### src/rtl/mastermind_scorer.sv
// Mastermind guess scorer: latches a 4-symbol code and guess, scores them over 6 cycles, tracks attempts/win/lose.
// Optional: define SCORER_CODE_REVEAL_EN to drive reveal3..0 with the latched code while lose is set.
module mastermind_scorer #(
  parameter int unsigned MAX_GUESSES = 10
) (
  input  logic       clk,
  input  logic       reset,
  input  logic       new_game,
  input  logic [1:0] code3,
  input  logic [1:0] code2,
  input  logic [1:0] code1,
  input  logic [1:0] code0,
  input  logic [1:0] guess3,
  input  logic [1:0] guess2,
  input  logic [1:0] guess1,
  input  logic [1:0] guess0,
  input  logic       guess_valid,
  output logic       guess_ready,
  output logic [2:0] exact,
  output logic [2:0] partial,
  output logic       score_valid,
  output logic [3:0] attempts,
  output logic       win,
  output logic       lose,
  output logic [1:0] reveal3,
  output logic [1:0] reveal2,
  output logic [1:0] reveal1,
  output logic [1:0] reveal0
);

  localparam logic [3:0] LP_MAX = 4'(MAX_GUESSES);

  typedef enum logic [2:0] {
    S_IDLE,
    S_EXACT,
    S_COLOR,
    S_REPORT,
    S_DONE
  } state_t;

  state_t          r_state;
  state_t          w_next;
  logic [3:0][1:0] r_code;
  logic [3:0][1:0] r_guess;
  logic [2:0]      r_exact_acc;
  logic [2:0]      r_total_acc;
  logic [1:0]      r_color_idx;
  logic [2:0]      r_exact;
  logic [2:0]      r_partial;
  logic            r_score_valid;
  logic [3:0]      r_attempts;
  logic            r_win;
  logic            r_lose;

  logic [3:0]      w_exact_bits;
  logic [2:0]      w_exact_pop;
  logic [2:0]      w_code_cnt;
  logic [2:0]      w_guess_cnt;
  logic [2:0]      w_min_cnt;
  logic [3:0]      w_attempts_inc;

  always_comb begin
    w_code_cnt  = 3'd0;
    w_guess_cnt = 3'd0;
    for (int i = 0; i < 4; i++) begin
      w_exact_bits[i] = (r_code[i] == r_guess[i]);
      w_code_cnt      = w_code_cnt  + 3'(r_code[i]  == r_color_idx);
      w_guess_cnt     = w_guess_cnt + 3'(r_guess[i] == r_color_idx);
    end
  end

  assign w_exact_pop    = 3'(w_exact_bits[0]) + 3'(w_exact_bits[1])
                        + 3'(w_exact_bits[2]) + 3'(w_exact_bits[3]);
  assign w_min_cnt      = (w_code_cnt < w_guess_cnt) ? w_code_cnt : w_guess_cnt;
  assign w_attempts_inc = (r_attempts == 4'd15) ? 4'd15 : r_attempts + 4'd1;

  // NOTE: sequential state uses non-blocking assignments so every register samples pre-edge values.
  always_ff @(posedge clk or posedge reset) begin
    if (reset) r_state <= S_IDLE;
    else       r_state <= w_next;
  end

  // NOTE: w_next gets a default before the case so no path leaves it unassigned (no latch).
  always_comb begin
    w_next = r_state;
    case (r_state)
      S_IDLE:   if (guess_valid) w_next = S_EXACT;
      S_EXACT:  w_next = S_COLOR;
      S_COLOR:  if (r_color_idx == 2'd3) w_next = S_REPORT;
      S_REPORT: begin
        if (r_exact_acc == 3'd4 || w_attempts_inc == LP_MAX) w_next = S_DONE;
        else                                                 w_next = S_IDLE;
      end
      S_DONE:   w_next = S_DONE;
      default:  w_next = S_IDLE;
    endcase
    if (new_game) w_next = S_IDLE;
  end

  always_ff @(posedge clk or posedge reset) begin
    if (reset) begin
      r_code        <= '0;
      r_guess       <= '0;
      r_exact_acc   <= 3'd0;
      r_total_acc   <= 3'd0;
      r_color_idx   <= 2'd0;
      r_exact       <= 3'd0;
      r_partial     <= 3'd0;
      r_score_valid <= 1'b0;
      r_attempts    <= 4'd0;
      r_win         <= 1'b0;
      r_lose        <= 1'b0;
    end else begin
      r_score_valid <= 1'b0;
      if (new_game) begin
        r_exact     <= 3'd0;
        r_partial   <= 3'd0;
        r_attempts  <= 4'd0;
        r_win       <= 1'b0;
        r_lose      <= 1'b0;
        r_color_idx <= 2'd0;
        r_total_acc <= 3'd0;
      end else begin
        case (r_state)
          S_IDLE: begin
            if (guess_valid) begin
              r_code  <= {code3, code2, code1, code0};
              r_guess <= {guess3, guess2, guess1, guess0};
            end
          end
          S_EXACT: begin
            r_exact_acc <= w_exact_pop;
            r_color_idx <= 2'd0;
            r_total_acc <= 3'd0;
          end
          S_COLOR: begin
            r_total_acc <= r_total_acc + w_min_cnt;
            r_color_idx <= r_color_idx + 2'd1;
          end
          S_REPORT: begin
            // Exact matches are a subset of colour matches, so the subtraction cannot wrap.
            r_exact       <= r_exact_acc;
            r_partial     <= r_total_acc - r_exact_acc;
            r_score_valid <= 1'b1;
            r_attempts    <= w_attempts_inc;
            if (r_exact_acc == 3'd4)              r_win  <= 1'b1;
            else if (w_attempts_inc == LP_MAX)    r_lose <= 1'b1;
          end
          default: ;
        endcase
      end
    end
  end

  assign guess_ready = (r_state == S_IDLE) && !reset;
  assign exact       = r_exact;
  assign partial     = r_partial;
  assign score_valid = r_score_valid;
  assign attempts    = r_attempts;
  assign win         = r_win;
  assign lose        = r_lose;

`ifdef SCORER_CODE_REVEAL_EN
  assign {reveal3, reveal2, reveal1, reveal0} = r_lose ? r_code : 8'd0;
`else
  assign {reveal3, reveal2, reveal1, reveal0} = 8'd0;
`endif

endmodule

### config.mk
export PLATFORM = sky130hd
export DESIGN_NAME = mastermind_scorer
export DESIGN_NICKNAME = d
export VERILOG_FILES = /design/src/rtl/mastermind_scorer.sv
export SDC_FILE = /design/constraint.sdc
export NUM_CORES = 1
export LEC_CHECK = 0
export ABC_AREA = 1
export CAP_MARGIN = 20
export CELL_PAD_IN_SITES_DETAIL_PLACEMENT = 0
export CELL_PAD_IN_SITES_GLOBAL_PLACEMENT = 2
export CORE_MARGIN = 2
export CORE_UTILIZATION = 34
export CTS_CLUSTER_DIAMETER = 50
export DETAILED_ROUTE_END_ITERATION = 16
export PLACE_DENSITY_LB_ADDON = 0.2
export SETUP_SLACK_MARGIN = 0.5
export SYNTH_ARGS = -nofsm -noshare
export SYNTH_HDL_FRONTEND = slang
export SYNTH_SLANG_ARGS = --single-unit
### constraint.sdc
create_clock -name clk -period 7.4 [get_ports clk]
set_input_delay 1.85 -clock clk [delete_from_list [all_inputs] [get_ports clk]]
set_output_delay 1.85 -clock clk [all_outputs]
set_load 0.02 [all_outputs]
Word level (Yosys, flattened, before mapping)
Index checks and enable logic that the tools add are counted.
Operators by class
  multiplexer cells: 26
  eq/ne operators: 23
  add/subtract/negate cells: 13
  bitwise gates (word level): 1
  $lt $le $gt $ge: 1
  reduce and logical (&&, ||, !) cells: 13
Operators by type and width (count)
  3-bit two-way mux: 10
  2-bit equality test: 12
  3-bit case mux with 5 select lines: 1
  4-bit two-way mux: 3
  2-bit by 1-bit adder with 3-bit output: 3
  3-bit by 1-bit adder with 3-bit output: 3
  1-bit two-way mux: 9
  4-bit equality test, second input constant: 2
  1-bit by 1-bit adder with 2-bit output: 3
  3-bit by 2-bit equality test with 1-bit output, second input constant: 2
  3-bit equality test, second input constant: 2
  3-bit inequality test, second input constant: 2
  3-bit case mux with 2 select lines: 1
  2-bit AND reduction: 3
  3-bit AND reduction: 2
  2-bit nonzero test: 3
  4-bit by 1-bit adder with 4-bit output, second input constant: 1
  2-bit case mux with 2 select lines: 1
  3-bit adder: 1
  3-bit by 1-bit equality test with 1-bit output, second input constant: 1
  3-bit zero test: 1
  3-bit < comparator: 1
  3-bit nonzero test: 1
  3-bit subtractor: 1
  8 further kinds: 8
Storage, ports and cells
  bits of input ports: 20
  register bits: 40
  output and inout bits: 22

Longest topological paths before layout
  depth after elaboration: 9
  depth in mapped cells: 19
  depth with buffers taken out: 18

Worst setup path before layout
OpenSTA, ideal clock, no wires.
  kind: input -> output
  start: input reset
  end: output guess_ready
  stages: 1
  data arrival time: 2.477 ns
  slack: 3.073 ns
  cells stage by stage: nor4_1
Between the ends
  longest elaborated chain between the ends: 2
RTL lines
  start, declared: RTL line 7  | input logic reset,
  1-bit zero test: RTL line 155  | assign guess_ready = (r_state == S_IDLE) && !reset;
  1-bit logical AND: RTL line 155
  end, declared: RTL line 18  | output logic guess_ready,
No other way between the ends.

Worst setup path in the final report
Ends and elaborated chain as after synthesis.

==> impl_metrics.tcl <==
set metrics [dict create \
    drt_drc_violations_left 0 \
    numCtsBuffers 5 \
    post_synthesis_cell_area_mm2 0.002416 \
    ys.warnings.count 0 \
    vias_per_cell 4.282 \
    drv.max_cap_violation_count 0 \
    cts_tree "yes" \
    ant_nets 0 \
    final_layout_size_suffix_gt1_share_pct 6.032 \
    clk_pin_slew_worst_paths_ps 70 \
    final_hpwl_from_detailed_placement_mm 3.433 \
    worstSetupEndpointType "output pin" \
    post_synth_inst_count 281 \
    power_leakage_nw 1.421 \
    synth_common_cells "sky130_fd_sc_hd__nand2_1 (77), sky130_fd_sc_hd__dfrtp_1 (40), sky130_fd_sc_hd__inv_1 (25)" \
    antenna_cells 0 \
    yosysSeqAreaShare_pct 41.43 \
    grt_setup_unrepaired "false" \
    power_density_mw_per_mm2 255.4 \
    synth_top_cells_by_area "sky130_fd_sc_hd__dfrtp_1 (41%), sky130_fd_sc_hd__nand2_1 (12%), sky130_fd_sc_hd__ha_1 (6.7%)" \
    period_share_pct 66.63 \
    area_growth_pct 19.16 \
    total_congestion_overflow 0 \
    port-buffer-count 33 \
    critical_path.startpoint_type "primary input" \
    vias 1760 \
    crit_path_max_fanout 2 \
    arrival_time_worst_endpoint_ps 3080 \
    internal_power_w 0.0004594 \
    grt_max_degree 41 \
    slew-limit-headroom_pct 66.05 \
    max_freq_mhz 202.8 \
    finalHoldViolations 0 \
    post_cts_hold_buffers 0 \
    routabilityCongestion 0.7593 \
    routed_wire_length_mm 4.505 \
    status "completed" \
    starting_density_of_the_core_pct 35.37 \
    postCtsSetupBuffers 0 \
    std_cell_rows 30 \
    share_comb_of_total_power_pct 41.5 \
    synth.ff_latch_count 40 \
    clockRootBuffer "sky130_fd_sc_hd__clkbuf_8" \
    design.die.area_mm2 0.007796 \
    cts-resized-gates 0 \
    peak_supply_drop_uv 87.47 \
    fp.coreArea_mm2 0.006832 \
    post-synth-top-area-cell "sky130_fd_sc_hd__dfrtp_1" \
    yosys.cell_types.count 29 \
    grt_antenna_before_repair 0 \
    finalNetCount 352 \
    synth_top_cell_area_share_pct 41.43 \
    setup_viol 0 \
    share_of_synthesized_registers_carrying_an_async_set_or_reset_pct 100.0 \
    htree_levels 2 \
    post_drt_wl_per_cell_um 10.96 \
    critical_path_class "in2out" \
    clkLatencyLatePin_ps 280 \
    drv_slew 0 \
    power_frac_seq_pct 38.0 \
    p_sw_w 0.0002759 \
    grt_use_total_pct 13.15 \
    cts_buffer_depth 2 \
    synth_most_common_cell "sky130_fd_sc_hd__nand2_1" \
    finClkSkew_ps 1.978 \
    power.share.clock_pct 20.4 \
    die_x_um 88.30 \
    synthFlopType "sky130_fd_sc_hd__dfrtp_1" \
    grt_pass1_wl_mm 8.059 \
    timing.hold.worst.class "reg2reg" \
    power.total_w 0.0007353 \
    required_time_of_the_critical_path_ps 5550 \
    floorplan.io_pins 42 \
    tns_ps 0 \
    postSynthAreaPerCell_um2 8.598 \
    switching_share_pct 37.52 \
    detail_route.iter0.violations 57 \
    number_of_synthesized_flops_with_an_enable_pin 0 \
    die_height_um 88.30 \
    tightest_slew_ps 509.3 \
    clock_sinks 40 \
    final_critical_path_time_including_i_o_delays_and_setup_ps 4931 \
    grt_pass1_vias 1765 \
    first_pass_iters 4 \
]
final cells by class:
type / instances / area, um2
Sequential cell: 40 / 1001
Inverter: 29 / 111.4
Fill cell: 749 / 3953
Clock buffer: 8 / 90.09
Tap cell: 96 / 120.1
Timing Repair Buffer: 34 / 337.8
Multi-Input combinational cell: 204 / 1219
final timing paths:
path	startpoint	to	slack, ps	depth (start not counted)
max	reset	guess_ready	2470	3
max reg2reg	r_color_idx[0]	r_total_acc[2]	3560	18
max in group asynchronous	reset	partial[2]	5020	3
min reg2reg	partial[0]	partial[0]	490	2
min in group asynchronous	reset	lose	2030	3
min	partial[0]	partial[0]	490	2
registers in the layout, indices dropped and copies added, names as in the netlist, 2 cells and up:
signal / count
exact: 3
r_guess: 8
partial: 3
r_color_idx: 2
r_exact_acc: 3
attempts: 4
r_state: 3
r_code: 8
r_total_acc: 3
through the flow:
stage / instances / hold WS (ps) / utilization, % / cell area, um2 / worst slack (ps)
after floorplan: 288 / 469.9 / - / 2442 / 3073
after global placement: 403 / 470.1 / 40.82 / 2789 / 2478
after detailed placement: 403 / 472.9 / 40.82 / 2789 / 2472
after CTS: 411 / 491.6 / 42.14 / 2879 / 2463
after global routing: 411 / 509.6 / 42.14 / 2879 / 2414
final: 411 / 485.3 / 42.14 / 2879 / 2469
worst max-delay path, cell delays in order:
cell                              delay (ps)
sky130_fd_sc_hd__clkdlybuf4s50_1         420
sky130_fd_sc_hd__nor4_1                  170
sky130_fd_sc_hd__clkdlybuf4s50_1         650
per-layer routing:
metal,vias to the layer above,wire [um],track usage (%)
met5,-,0,0
met4,0,38,2.893
met3,5,150,2.799
met2,30,2230,23.92
met1,795,2085,15.98
li1,930,-,-
power groups by stage:
stage | clock network [W] | registers (W) | logic [W]
2_1_floorplan | 0 | 0.000276 | 0.000249
3_3_place_gp | 0 | 0.000285 | 0.000306
3_5_place_dp | 0 | 0.000285 | 0.000312
4_1_cts | 0.000157 | 0.000281 | 0.000316
5_1_grt | 0.000165 | 0.000285 | 0.000365
6_report | 0.000150 | 0.000280 | 0.000305
cells by family after synthesis:
kind of cell,after synthesis,synth area share [%]
compound gates,24,5.748
xor+xnor,27,9.788
fa+ha+maj,18,10.88
buf+inv,44,9.218
flops,40,41.43
other cells,1,0.1552
simple gates,127,22.79
placed cells by master (no fill, tap or decap), drive strengths merged, types with 4 or more instances in the layout:
cell,count
clkbuf,8
inv,29
a22o,4
clkdlybuf4s50,33
xor2,12
nand2,80
a21oi,6
fa,5
conb,8
nor2,21
dfrtp,40
o21ai,12
nand3,23
xnor2,15
ha,13
(Power assumes the default switching activity.)
